==> src/rtl/mdu_pkg.sv <==
// Shared types and constants for the RV32M multiply/divide unit.
package mdu_pkg;

    localparam int XLEN = 32;

    localparam logic [XLEN-1:0] DIV_ZERO_Q = 32'hFFFF_FFFF;
    localparam logic [XLEN-1:0] INT_MIN    = 32'h8000_0000;

    typedef enum logic [1:0] {
        OP_DIV  = 2'b00,
        OP_DIVU = 2'b01,
        OP_REM  = 2'b10,
        OP_REMU = 2'b11
    } op_t;

    typedef enum logic [1:0] {
        IDLE = 2'b00,
        CALC = 2'b01,
        FIX  = 2'b10,
        DONE = 2'b11
    } state_t;

endpackage

==> src/rtl/fa32.sv <==
// 32-bit adder with carry in and carry out.
module fa32 (
    input  logic [31:0] a,
    input  logic [31:0] b,
    input  logic        cin,
    output logic [31:0] sum,
    output logic        cout
);

    assign {cout, sum} = {1'b0, a} + {1'b0, b} + {32'd0, cin};

endmodule

==> src/rtl/mdu_div_step.sv <==
// One restoring-division step: shift in the next dividend bit, trial-subtract the divisor.
module mdu_div_step
    import mdu_pkg::*;
(
    input  logic [XLEN-1:0] rem,
    input  logic            dvd_msb,
    input  logic [XLEN-1:0] divisor,
    output logic [XLEN-1:0] next_rem,
    output logic            q_bit
);

    logic [XLEN-1:0] rem_shift;
    logic [XLEN-1:0] diff;
    logic            no_borrow;

    // rem < 2**k after k steps, so the bit shifted out of rem is always zero.
    assign rem_shift = {rem[XLEN-2:0], dvd_msb};

    fa32 u_sub (
        .a    (rem_shift),
        .b    (~divisor),
        .cin  (1'b1),
        .sum  (diff),
        .cout (no_borrow)
    );

    assign q_bit    = no_borrow;
    assign next_rem = no_borrow ? diff : rem_shift;

endmodule

==> src/rtl/mdu_div.sv <==
// Iterative RV32M divider (DIV/DIVU/REM/REMU), one quotient bit per clock.
module mdu_div #(
    parameter int XLEN  = 32,
    parameter int CNT_W = 6
) (
    input  logic            clk,
    input  logic            rst,
    input  logic            start,
    input  logic [1:0]      op,
    input  logic [XLEN-1:0] a,
    input  logic [XLEN-1:0] b,
    input  logic            kill,
    output logic            busy,
    output logic            done,
    output logic [XLEN-1:0] result
);

    import mdu_pkg::*;

    state_t          state, state_nxt;
    op_t             op_sel;
    logic [CNT_W-1:0] cnt;
    logic [XLEN-1:0] rem, quo, dvd, dvs;
    logic            neg_q, neg_r, sel_rem;

    logic            signed_op, div_zero, ovf, special, accept, last_step;
    logic [XLEN-1:0] abs_a, abs_b, special_res, fix_q, fix_r;
    logic [XLEN-1:0] step_rem;
    logic            step_q;

    function automatic logic [XLEN-1:0] negate(input logic [XLEN-1:0] x);
        return ~x + XLEN'(1);
    endfunction

    assign op_sel    = op_t'(op);
    assign signed_op = (op_sel == OP_DIV) || (op_sel == OP_REM);
    assign div_zero  = (b == '0);
    assign ovf       = signed_op && (a == INT_MIN) && (b == '1);
    assign special   = div_zero || ovf;
    assign accept    = (state == IDLE) && start && !kill;
    assign last_step = (cnt == CNT_W'(XLEN - 1));

    // Magnitudes of the operands; INT_MIN maps to itself, which is correct as unsigned.
    assign abs_a = (signed_op && a[XLEN-1]) ? negate(a) : a;
    assign abs_b = (signed_op && b[XLEN-1]) ? negate(b) : b;

    always_comb begin
        special_res = '0;
        if (div_zero)
            special_res = op[1] ? a : DIV_ZERO_Q;
        else if (!op[1])
            special_res = INT_MIN;
    end

    assign fix_q = neg_q ? negate(quo) : quo;
    assign fix_r = neg_r ? negate(rem) : rem;

    mdu_div_step u_step (
        .rem      (rem),
        .dvd_msb  (dvd[XLEN-1]),
        .divisor  (dvs),
        .next_rem (step_rem),
        .q_bit    (step_q)
    );

    always_ff @(posedge clk or posedge rst) begin
        if (rst)
            state <= IDLE;
        else
            state <= state_nxt;
    end

    always_comb begin
        state_nxt = state;
        case (state)
            IDLE: if (accept) state_nxt = special ? DONE : CALC;
            CALC: begin
                if (kill)
                    state_nxt = IDLE;
                else if (last_step)
                    state_nxt = FIX;
            end
            FIX:  state_nxt = kill ? IDLE : DONE;
            DONE: state_nxt = IDLE;
            default: state_nxt = IDLE;
        endcase
    end

    always_ff @(posedge clk or posedge rst) begin
        if (rst) begin
            cnt     <= '0;
            rem     <= '0;
            quo     <= '0;
            dvd     <= '0;
            dvs     <= '0;
            neg_q   <= 1'b0;
            neg_r   <= 1'b0;
            sel_rem <= 1'b0;
            result  <= '0;
        end else begin
            case (state)
                IDLE: begin
                    if (accept && special) begin
                        result <= special_res;
                    end else if (accept) begin
                        dvd     <= abs_a;
                        dvs     <= abs_b;
                        rem     <= '0;
                        quo     <= '0;
                        cnt     <= '0;
                        neg_q   <= signed_op && (a[XLEN-1] ^ b[XLEN-1]);
                        neg_r   <= signed_op && a[XLEN-1];
                        sel_rem <= op[1];
                    end
                end
                CALC: begin
                    if (!kill) begin
                        rem <= step_rem;
                        quo <= {quo[XLEN-2:0], step_q};
                        dvd <= {dvd[XLEN-2:0], 1'b0};
                        cnt <= cnt + CNT_W'(1);
                    end
                end
                FIX: begin
                    if (!kill)
                        result <= sel_rem ? fix_r : fix_q;
                end
                default: ;
            endcase
        end
    end

    assign busy = (state != IDLE);
    assign done = (state == DONE);

endmodule

==> config.mk <==
export PLATFORM = sky130hd
export DESIGN_NAME = mdu_div
export DESIGN_NICKNAME = d
export VERILOG_FILES = /design/src/rtl/mdu_pkg.sv /design/src/rtl/fa32.sv /design/src/rtl/mdu_div_step.sv /design/src/rtl/mdu_div.sv
export SDC_FILE = /design/constraint.sdc
export NUM_CORES = 1
export LEC_CHECK = 0
export BUFFER_PORTS_ARGS = -buffer_cell sky130_fd_sc_hd__clkbuf_2
export CAP_MARGIN = 20
export CORE_MARGIN = 2
export CORE_UTILIZATION = 54
export DETAILED_ROUTE_END_ITERATION = 8
export PLACE_DENSITY = 0.74
export SYNTH_ARGS = -nofsm -noshare
export SYNTH_HDL_FRONTEND = slang
export SYNTH_HIERARCHICAL = 1
export SYNTH_SLANG_ARGS = --single-unit
==> constraint.sdc <==
create_clock -name clk -period 9.56 [get_ports clk]
set_input_delay 0.478 -clock clk [delete_from_list [all_inputs] [get_ports clk]]
set_output_delay 0.478 -clock clk [all_outputs]
set_load 0.02 [all_outputs]
==> impl_metrics.ini <==
[logic_synthesis]
synth_nets = 1656
synth_area_leaders = dfrtp_1 (32%), mux2_2 (6.3%), xnor2_1 (4.5%)
synth_seq_cells = 171
synth.cell_area_um2 = 13500
synth.distinct_cells = 81
yosysWarningCount = 6
syn_inst = 1547
yosys.area.top_type = dfrtp_1
synthFlopType = dfrtp_1
syn_avg_cell_area_um2 = 8.73
synthTopCellsByCount = dfrtp_1 (171), nand2_1 (139), o21ai_0 (120)
synth_most_common_cell = dfrtp_1
synth-edff-count = 0
synth_top_area_share_pct = 31.7
async_reset_ff_share_pct = 100
seq_area_frac_synth_pct = 31.7

[timing]
fin_setup_tns_ns = 0
rsz0062_at_grt = no
slew_violations = 0
fmax_ghz = 0.217
min_period_ns = 4.60
fin_skew_ns = 0.0155
fin_crit_sh_pct = 48.1
tightest_slew_ns = 1.11
hold_violations = 0
slew_headroom_pct = 25.3
setup_viol = 0

[detailed_routing]
drc = 0
drt_pass1_iterations = 6
first_iter_violations = 1105
drt_wl_total_mm = 39.7
postRouteAntennaNets = 0
num_vias = 12100
wl_per_cell_um = 20.7
drt-vias-per-instance = 6.32

[power]
intPower_uw = 1390
p_switching_uw = 702
power_frac_comb_pct = 24.9
cellPowerDensity_nw_per_um2 = 142
ir_drop_v = 0.000115
switching_share_pct = 33.6
clock_power_share_pct = 34.7
pwr-share-seq_pct = 40.4
power.leakage_uw = 0.00649

[clock_network]
clock_latency_ns = 0.45
root_buffer = clkbuf_16
cts.clk_slew.worst_paths_ns = 0.08
cts_tree = built
post_cts.repair.setup_buffers = 0
cts_resized = 0
h-tree-depth = 4
cts.path.max_buffers = 2
cts_sinks = 171
numCtsBuffers = 17
ctsHoldBuffers = 0

[worst_setup_path]
cp-end-kind = register
crit_path_max_fanout = 35
rr_startpoint = dvd[31]$_DFFE_PP0P_
worstSetupPathType = in -> reg
arrival_ns = 4.94
rr_endpoint = rem[24]$_DFFE_PP0P_
cp_data_required_time_ns = 9.89
startpoint_type = input pin
reg2reg_depth = 12
r2r_slack_ns = 5.51

[place]
postPlaceCellArea_um2 = 14100
gp_congestion = 0.983
port_buffers = 103
dpl.hpwl_mm = 29.4

[die]
num_rows = 57
pin_count = 104
die_h_um = 162
core_area_um2 = 24500
die_w_um = 162
initial_core_util_pct = 55.2
design.die.area_um2 = 26300

[cells_and_area]
final_area_um2 = 14700
syn_to_final_growth_pct = 8.94
multiInputGateArea_um2 = 8420
nFillCells = 2177
drive_above_1_share_pct = 18.1
final_nets = 1692
seqCellArea_um2 = 4280
diodes = 0

[grt]
antenna_found_initial = 0
grt_pass1_wl_mm = 63.5
grt_pass1_vias = 11500
grt_overflow = 0
grt_start_max_net_pins = 107
grt_use_total_pct = 30.6

[worst_hold_path]
hp-class = in -> async

[outcome]
status = finished, final reports clean

[job]
maxCapViolations = 0
==> worst max path at each step <==
stage	startpoint	endpoint	depth (start not counted)
after global placement	b[27]	dvd[18]$_DFFE_PP0P_	9
after floorplan	rst	cnt[0]$_DFFE_PP0P_	1
after CTS	b[27]	dvd[10]$_DFFE_PP0P_	9
after global routing	b[26]	cnt[1]$_DFFE_PP0P_	9
final	b[27]	dvd[10]$_DFFE_PP0P_	9
after detailed placement	b[27]	dvd[17]$_DFFE_PP0P_	9
==> routing by layer <==
layer,GRT usage (%),part of all wire (%),up-vias,routed length (µm)
met5,0,0,-,0
met4,10.3,2.9,0,1150
met1,40.4,42,5825,16700
met3,4.72,6.7,74,2680
li1,-,-,5714,-
met2,51.5,48,525,19200
==> placed cells by master (no fill, tap or decap), types with 17 or more instances in the layout <==
cell	count
o211ai_1	45
nand4_1	30
mux2i_1	48
nor3_1	31
nor2_1	91
or4_1	18
o31ai_1	37
o21ai_0	120
inv_1	90
o41ai_1	25
clkbuf_16	17
nand2_1	139
clkbuf_2	103
a21oi_1	77
xor2_1	59
a31oi_1	20
xnor2_1	69
dfrtp_1	171
or3_1	17
nand3_1	22
nor4_1	20
mux2_4	31
ha_1	37
mux2_2	76
==> kinds of logic after synthesis <==
kind of cell	after synthesis	synth area share [%]
adder cells (fa/ha/maj)	39	3.73
XOR/XNOR	128	8.30
AO/OA/AOI/OAI	423	20.6
multiplexers	155	13.3
flip-flops	171	31.7
buffers and inverters	195	6.20
other	1	0.0278
AND/OR/NAND/NOR	435	16.1
==> final cells by class <==
cell class,instances,area share [%]
multi-input combinational,1181,57.2
sequential,171,29.1
timing repair buffer,119,4.32
clock buffer,18,2.99
tap,324,2.76
inverter,93,2.41
clock inverter,14,1.19
==> per-stage QoR <==
stage | std cells | total power (µW) | utilization (%) | hold slack (ns) | worst slack, ns
final | 1920 | 2090 | 60.1 | 0.190 | 4.96
after global routing | 1920 | 2190 | 60.1 | 0.290 | 4.90
after CTS | 1920 | 2090 | 60.1 | 0.268 | 5.07
after detailed placement | 1888 | 1370 | 57.6 | 0.469 | 4.57
after global placement | 1888 | 1360 | 57.6 | 0.464 | 4.67
after floorplan | 1547 | 1240 | - | 0.450 | 4.45
==> critical path, stage by stage <==
cell and delay, ns:
clkbuf_2 0.16, or4_1 0.57, nor3_1 0.87, nand4_1 0.75, o21ai_4 0.53, buf_4 0.42, o21ai_4 0.33, buf_4 0.45
mux2_2 0.36
==> flip-flops by register name, summed over array words and instances (netlist names) <==
name	flops
cnt	6
dvd	32
dvs	32
neg_q	1
neg_r	1
quo	32
rem	32
result	32
sel_rem	1
state	2
==> power groups by stage <==
stage	logic (µW)	registers [µW]	clock network (µW)
finish	521	843	724
floorplan	400	840	0
global placement	505	854	0
global route	577	854	758
CTS	517	844	732
detailed placement	515	858	0
Note: power is estimated with default switching activity, not from simulation.
